<file path="config.mk">
export PLATFORM = sky130hd
export DESIGN_NAME = fp16_sub_seq
export DESIGN_NICKNAME = d
export VERILOG_FILES = /design/src/rtl/fp16_pkg.sv /design/src/rtl/fp16_round_pack.sv /design/src/rtl/fp16_sub_seq.sv
export SDC_FILE = /design/constraint.sdc
export NUM_CORES = 1
export LEC_CHECK = 0
export CAP_MARGIN = 20
export CORE_ASPECT_RATIO = 2
export CORE_MARGIN = 3
export CORE_UTILIZATION = 40
export DETAILED_ROUTE_END_ITERATION = 7
export SYNTH_ARGS = -nofsm -noshare
export SYNTH_HDL_FRONTEND = slang
export SYNTH_HIERARCHICAL = 1
export SYNTH_SLANG_ARGS = --single-unit
</file>
<file path="constraint.sdc">
create_clock -name i_clk -period 6.3 [get_ports i_clk]
set_input_delay 1.26 -clock i_clk [delete_from_list [all_inputs] [get_ports i_clk]]
set_output_delay 1.26 -clock i_clk [all_outputs]
set_load 0.02 [all_outputs]
</file>
<file path="src/rtl/fp16_pkg.sv">
// Shared FP16 definitions: field slices, extended-mantissa geometry and the
// sequencer state encoding used by the multi-cycle FP16 arithmetic blocks.
package fp16_pkg;

    localparam int FP_W     = 16;
    localparam int E_W      = 5;
    localparam int F_W      = 10;
    localparam int S_BIT    = 15;
    localparam int E_HI     = 14;
    localparam int E_LO     = 10;
    localparam int F_HI     = 9;
    localparam int F_LO     = 0;
    localparam int EXT_W    = 23;
    localparam int NORM_MAX = 20;

    typedef enum logic [2:0] {
        IDLE,
        ALIGN,
        ADD,
        NORM,
        DONE
    } state_e;

    function automatic logic [E_W-1:0] fp_exp(input logic [FP_W-1:0] x);
        return x[E_HI:E_LO];
    endfunction

    function automatic logic [F_W-1:0] fp_frac(input logic [FP_W-1:0] x);
        return x[F_HI:F_LO];
    endfunction

endpackage

</file>
<file path="src/rtl/fp16_round_pack.sv">
// Combinational round-and-pack of a normalized extended magnitude into FP16.
// Bit 21 of the magnitude arrives separately as the carry flag c_i.
module fp16_round_pack
    import fp16_pkg::*;
(
    input  logic [EXT_W-3:0] mag_i,
    input  logic             c_i,
    input  logic [4:0]       n_i,
    input  logic             sign_i,
    input  logic [E_W-1:0]   exp_l_i,
    output logic [FP_W-1:0]  data_o
);

    logic           g;
    logic           r;
    logic           s;
    logic           up;
    logic [F_W-1:0] f;
    logic [F_W-1:0] f_out;
    logic [E_W-1:0] e_out;

    always_comb begin
        if (c_i) begin
            g = mag_i[11];
            r = mag_i[10];
            s = |mag_i[9:0];
            f = mag_i[20:11];
        end else begin
            g = mag_i[10];
            r = mag_i[9];
            s = |mag_i[8:0];
            f = mag_i[19:10];
        end
        // Fraction wraps on round-up; the exponent is deliberately not bumped.
        up     = (g & r) | (r & s);
        f_out  = f + {{(F_W-1){1'b0}}, up};
        e_out  = exp_l_i + {{(E_W-1){1'b0}}, c_i} - n_i;
        data_o = {sign_i, e_out, f_out};
    end

endmodule

</file>
<file path="src/rtl/fp16_sub_seq.sv">
// Multi-cycle FP16 subtractor (a - b) with serial alignment and normalization
// shifters behind a valid/ready handshake.
module fp16_sub_seq #(
    parameter int EXT_W    = 23,
    parameter int NORM_MAX = 20
) (
    input  logic        i_clk,
    input  logic        i_rst,
    input  logic        i_valid,
    output logic        o_ready,
    input  logic [15:0] i_data_a,
    input  logic [15:0] i_data_b,
    output logic        o_valid,
    input  logic        i_ready,
    output logic [15:0] o_data
);
    import fp16_pkg::*;

    state_e           state_q, state_d;
    logic [4:0]       acnt_q, acnt_d;
    logic [4:0]       ncnt_q, ncnt_d;
    logic [FP_W-1:0]  data_q, data_d;
    logic [EXT_W-1:0] ex_l_q, ex_l_d;
    logic [EXT_W-1:0] ex_s_q, ex_s_d;
    logic [EXT_W-1:0] mag_q, mag_d;
    logic             sign_l_q, sign_l_d;
    logic             sign_s_q, sign_s_d;
    logic             sign_q, sign_d;
    logic [E_W-1:0]   exp_l_q, exp_l_d;

    logic [FP_W-1:0]  b_neg;
    logic [FP_W-1:0]  op_l;
    logic [FP_W-1:0]  op_s;
    logic [E_W-1:0]   d_exp;
    logic [4:0]       acnt_ld;
    logic [EXT_W-1:0] add_l;
    logic [EXT_W-1:0] add_s;
    logic [EXT_W-1:0] sum;
    logic [FP_W-1:0]  packed_w;

    // Subtraction is addition of b with its sign flipped; exponent ties pick b'.
    assign b_neg   = {~i_data_b[S_BIT], i_data_b[S_BIT-1:0]};
    assign op_l    = (fp_exp(i_data_a) <= fp_exp(b_neg)) ? b_neg : i_data_a;
    assign op_s    = (fp_exp(i_data_a) <= fp_exp(b_neg)) ? i_data_a : b_neg;
    assign d_exp   = fp_exp(op_l) - fp_exp(op_s);
    assign acnt_ld = (d_exp > 5'(EXT_W)) ? 5'(EXT_W) : d_exp;

    assign add_l = sign_l_q ? -ex_l_q : ex_l_q;
    assign add_s = sign_s_q ? -ex_s_q : ex_s_q;
    assign sum   = add_l + add_s;

    fp16_round_pack u_round_pack (
        .mag_i   (mag_q[EXT_W-3:0]),
        .c_i     (mag_q[EXT_W-2]),
        .n_i     (ncnt_q),
        .sign_i  (sign_q),
        .exp_l_i (exp_l_q),
        .data_o  (packed_w)
    );

    always_comb begin
        state_d  = state_q;
        acnt_d   = acnt_q;
        ncnt_d   = ncnt_q;
        data_d   = data_q;
        ex_l_d   = ex_l_q;
        ex_s_d   = ex_s_q;
        mag_d    = mag_q;
        sign_l_d = sign_l_q;
        sign_s_d = sign_s_q;
        sign_d   = sign_q;
        exp_l_d  = exp_l_q;
        o_ready  = (state_q == IDLE);
        o_valid  = (state_q == DONE);

        case (state_q)
            IDLE: begin
                if (i_valid) begin
                    ex_l_d   = {3'b001, fp_frac(op_l), 10'b0};
                    ex_s_d   = {3'b001, fp_frac(op_s), 10'b0};
                    sign_l_d = op_l[S_BIT];
                    sign_s_d = op_s[S_BIT];
                    exp_l_d  = fp_exp(op_l);
                    acnt_d   = acnt_ld;
                    ncnt_d   = 5'd0;
                    state_d  = ALIGN;
                end
            end
            ALIGN: begin
                if (acnt_q == 5'd0) begin
                    state_d = ADD;
                end else begin
                    ex_s_d = ex_s_q >> 1;
                    acnt_d = acnt_q - 5'd1;
                end
            end
            ADD: begin
                sign_d  = sum[EXT_W-1];
                mag_d   = sum[EXT_W-1] ? -sum : sum;
                state_d = NORM;
            end
            NORM: begin
                // A carry into bit 21 is taken as-is; otherwise shift until the hidden bit lands.
                if (mag_q[EXT_W-2] || mag_q[EXT_W-3] || (ncnt_q == 5'(NORM_MAX))) begin
                    data_d  = packed_w;
                    state_d = DONE;
                end else begin
                    mag_d  = mag_q << 1;
                    ncnt_d = ncnt_q + 5'd1;
                end
            end
            DONE: begin
                if (i_ready) begin
                    state_d = IDLE;
                end
            end
            default: state_d = IDLE;
        endcase
    end

    always_ff @(posedge i_clk or posedge i_rst) begin
        if (i_rst) begin
            state_q <= IDLE;
            acnt_q  <= 5'd0;
            ncnt_q  <= 5'd0;
            data_q  <= '0;
        end else begin
            state_q <= state_d;
            acnt_q  <= acnt_d;
            ncnt_q  <= ncnt_d;
            data_q  <= data_d;
        end
    end

    always_ff @(posedge i_clk) begin
        ex_l_q   <= ex_l_d;
        ex_s_q   <= ex_s_d;
        mag_q    <= mag_d;
        sign_l_q <= sign_l_d;
        sign_s_q <= sign_s_d;
        sign_q   <= sign_d;
        exp_l_q  <= exp_l_d;
    end

    assign o_data = data_q;

endmodule

</file>
==> results.cfg <==
[status]
status = completed

[drt]
wl_per_cell_um = 15.6
wl_mm = 14.8
drc_errors = 0
postRouteAntennaNets = 0
dr.pass1.iters = 4
vias_per_cell = 5.45
drtIter0Drc = 251
num_vias = 5173

[setup_path]
crit_arrival_ps = 5220
cp.required_ps = 6350
worstPathMaxFanout = 14
cp_slowest_cell = edfxtp_1
critPathCaptureType = register
reg2reg_setup_slack_ps = 1140
path_cells = inv_1 -> ha_1 -> nor4b_1 -> nand2_1 -> o31ai_1 -> xnor2_1 -> ha_1 -> inv_1 -> fa_1 -> nor2b_1 -> o2111a_1 -> o32ai_1 -> o21ai_0 -> xor2_2 -> inv_2 -> o21ai_0 -> xor2_1 -> a21oi_1
worstSetupPathType = reg -> reg
crit_buf_inv = 3
cp_slowest_stage_delay_ps = 470
r2r-start = ex_s_q[0]$_SDFFCE_PN0P_
cp_top_family = compound AO/OA/AOI/OAI gates
crit_path_start = ex_s_q[0]$_SDFFCE_PN0P_
worstSetupStartpointType = register
r2r_end = mag_q[19]$_DFFE_PP_
reg2regPathDepth = 18

[sta]
hold_viol_final = 0
finClkSkew_ps = 9.83
finalSetupViolCount = 0
min_period_ps = 5160
fmax_mhz = 194
rsz0062_at_grt = false
holdWs_ps = 487
relSlewSlack_pct = 31.7
tightestPinTransition_ps = 1020
tns_ps = 0
layout_worst_path_cycle_share_pct = 82.0
drv_slew = 0

[cells_and_area]
drive_above_1_share_pct = 9.26
syn_to_final_growth_pct = 15.4
nFillCells = 1572
layout_commonest_cell = nand2_1
nets = 812
finish.utilization_pct = 47.4
diodes = 0
fin_area_um2 = 7790
final_cell_mix = nand2_1 (62), edfxtp_1 (61), xnor2_1 (54)
multi_input_area_um2 = 3920
regArea_um2 = 2560

[synthesis]
synth.avg_cell_area_um2 = 9.63
post-synth-top-area-cell = edfxtp_1
synth_ff_type = edfxtp_1
yosys_warnings = 6
synth_top_family_by_area = simple AND/OR/NAND/NOR gates
synthAdderAreaFrac_pct = 6.90
synthMuxAreaShare_pct = 8.14
synth_top_area_share_pct = 27.1
synth-simple-area-share_pct = 16.7
synth_compound_area_share_pct = 15.5
synth_cells = 701
synthArstFlopShare_pct = 32.2
synth_cell_types = 75
synth_xor_area_share_pct = 10.7
synth_fp_nets = 773
synth.cell_area_um2 = 6750
netlist_top_cells_area = edfxtp_1 (27%), dfrtp_1 (11%), xnor2_1 (7.0%), ha_1 (6.3%), mux2_2 (4.8%)
ys_ff_latch = 90
synth_edf_count = 61
ys_seq_area_share_pct = 37.9

[grt]
grt_pass1_wl_mm = 25.2
grt.overflow.total = 0
globalRouteMet1Util_pct = 16.8
globalRouteMet3Util_pct = 1.87
track_usage_pct = 16.5
antenna_found_initial = 0
met2_usage_pct = 33.3
grt_pass1_vias = 5384
grt_max_degree = 35
grt.busiest_layer = met2

[place]
dpl_cell_area_um2 = 7450
gp_congestion = 0.887
hpwl_mm = 12.0
io_buffers = 53

[pwr]
p_leak_nw = 3.00
ir_drop_uv = 224
power.density_nw_per_um2 = 607

[cts]
cts_tree = done
cts_setup_buffers = 0
cts_root_buf = clkbuf_16
clock-sinks = 90
clk_path_buf_depth = 2
h-tree-depth = 3
cts.reportedPaths.clkPinSlew_ps = 70
cts_buffers = 9
cts_hold_buf = 0
cts_resized = 0
clock_latency_ps = 350

[floorplan]
die_area_um2 = 18600
initial_core_util_pct = 41.1
top_level_ports = 54
core_um2 = 16400
die_h_um = 190
rows = 66
fp.dieW_um = 97.8

[hold_path]
min_to = o_data[15]$_DFFE_PP0P_
hold_path_startpoint = sign_q$_DFFE_PP_
holdPathStages = 1
hold_class = reg -> reg

[job]
cap_violations = 0
[synthesized netlist by cell type (6+ instances only)]
master    number
clkbuf_1      19
o31ai_1       15
nor2_1        50
xnor2_1       54
xor2_1        25
o21ai_0       51
or3_1          9
o21a_1         6
ha_1          34
nand2_1       62
nand2b_1       9
nor3_1        17
mux2i_1       20
inv_1         32
a21oi_1       30
dfrtp_1       29
and2_1        11
edfxtp_1      61
mux2_2        29
nand3_1       16
buf_2          6
[report_power, final]
group          internal (W)  switching [W]  total, W
Clock              0.000364       0.000236  0.000600
Sequential          0.00109       0.000329   0.00142
Combinational       0.00123        0.00148   0.00271
[sequential cells by signal (all words and copies together) (netlist names)]
signal	count
ex_s_q	21
ex_l_q	10
ncnt_q	5
acnt_q	5
sign_q	1
sign_l_q	1
sign_s_q	1
exp_l_q	5
mag_q	22
o_data	16
state_q	3
[through the flow]
step	setup WS [ps]	std cells	power [W]
3_3_place_gp	1330	932	0.00405
2_1_floorplan	1930	701	0.00349
5_1_grt	541	949	0.00515
6_report	1140	949	0.00473
4_1_cts	1070	949	0.00477
3_5_place_dp	1070	933	0.00415
[kinds of logic (layout without fill, tap and decap cells)]
kind of cell               Yosys count  after routing
and+or+nand+nor                    222            222
AOI/OAI and AO/OA                  157            157
DFF                                 90             90
xor gates and xnor gates            81             81
buffers and inverters               65            109
muxes                               50             50
adders and majority gates           36             36
[per-layer routing]
layer	part of all wire, %	wire (µm)
met1	38	5600
met2	58	8570
met3	2.4	349
met4	1.9	280
met5	0	0
[how the worst max path moves through the flow]
stage,end,slack [ps],cells past startpoint
after global placement,mag_q[19]$_DFFE_PP_,1330,18
after floorplan,mag_q[16]$_DFFE_PP_,1930,19
after detailed placement,mag_q[19]$_DFFE_PP_,1070,18
after CTS,mag_q[19]$_DFFE_PP_,1070,18
final,mag_q[19]$_DFFE_PP_,1140,18
after global routing,mag_q[19]$_DFFE_PP_,540,18
[cell type report]
class	count	share of cell area [%]
Sequential cell	90	32.8
Timing Repair Buffer	59	7.65
Tap cell	204	3.28
Multi-Input combinational cell	546	50.3
Clock inverter	6	1.22
Inverter	34	1.64
Clock buffer	10	3.07
Note: power is estimated with default switching activity, not from simulation.
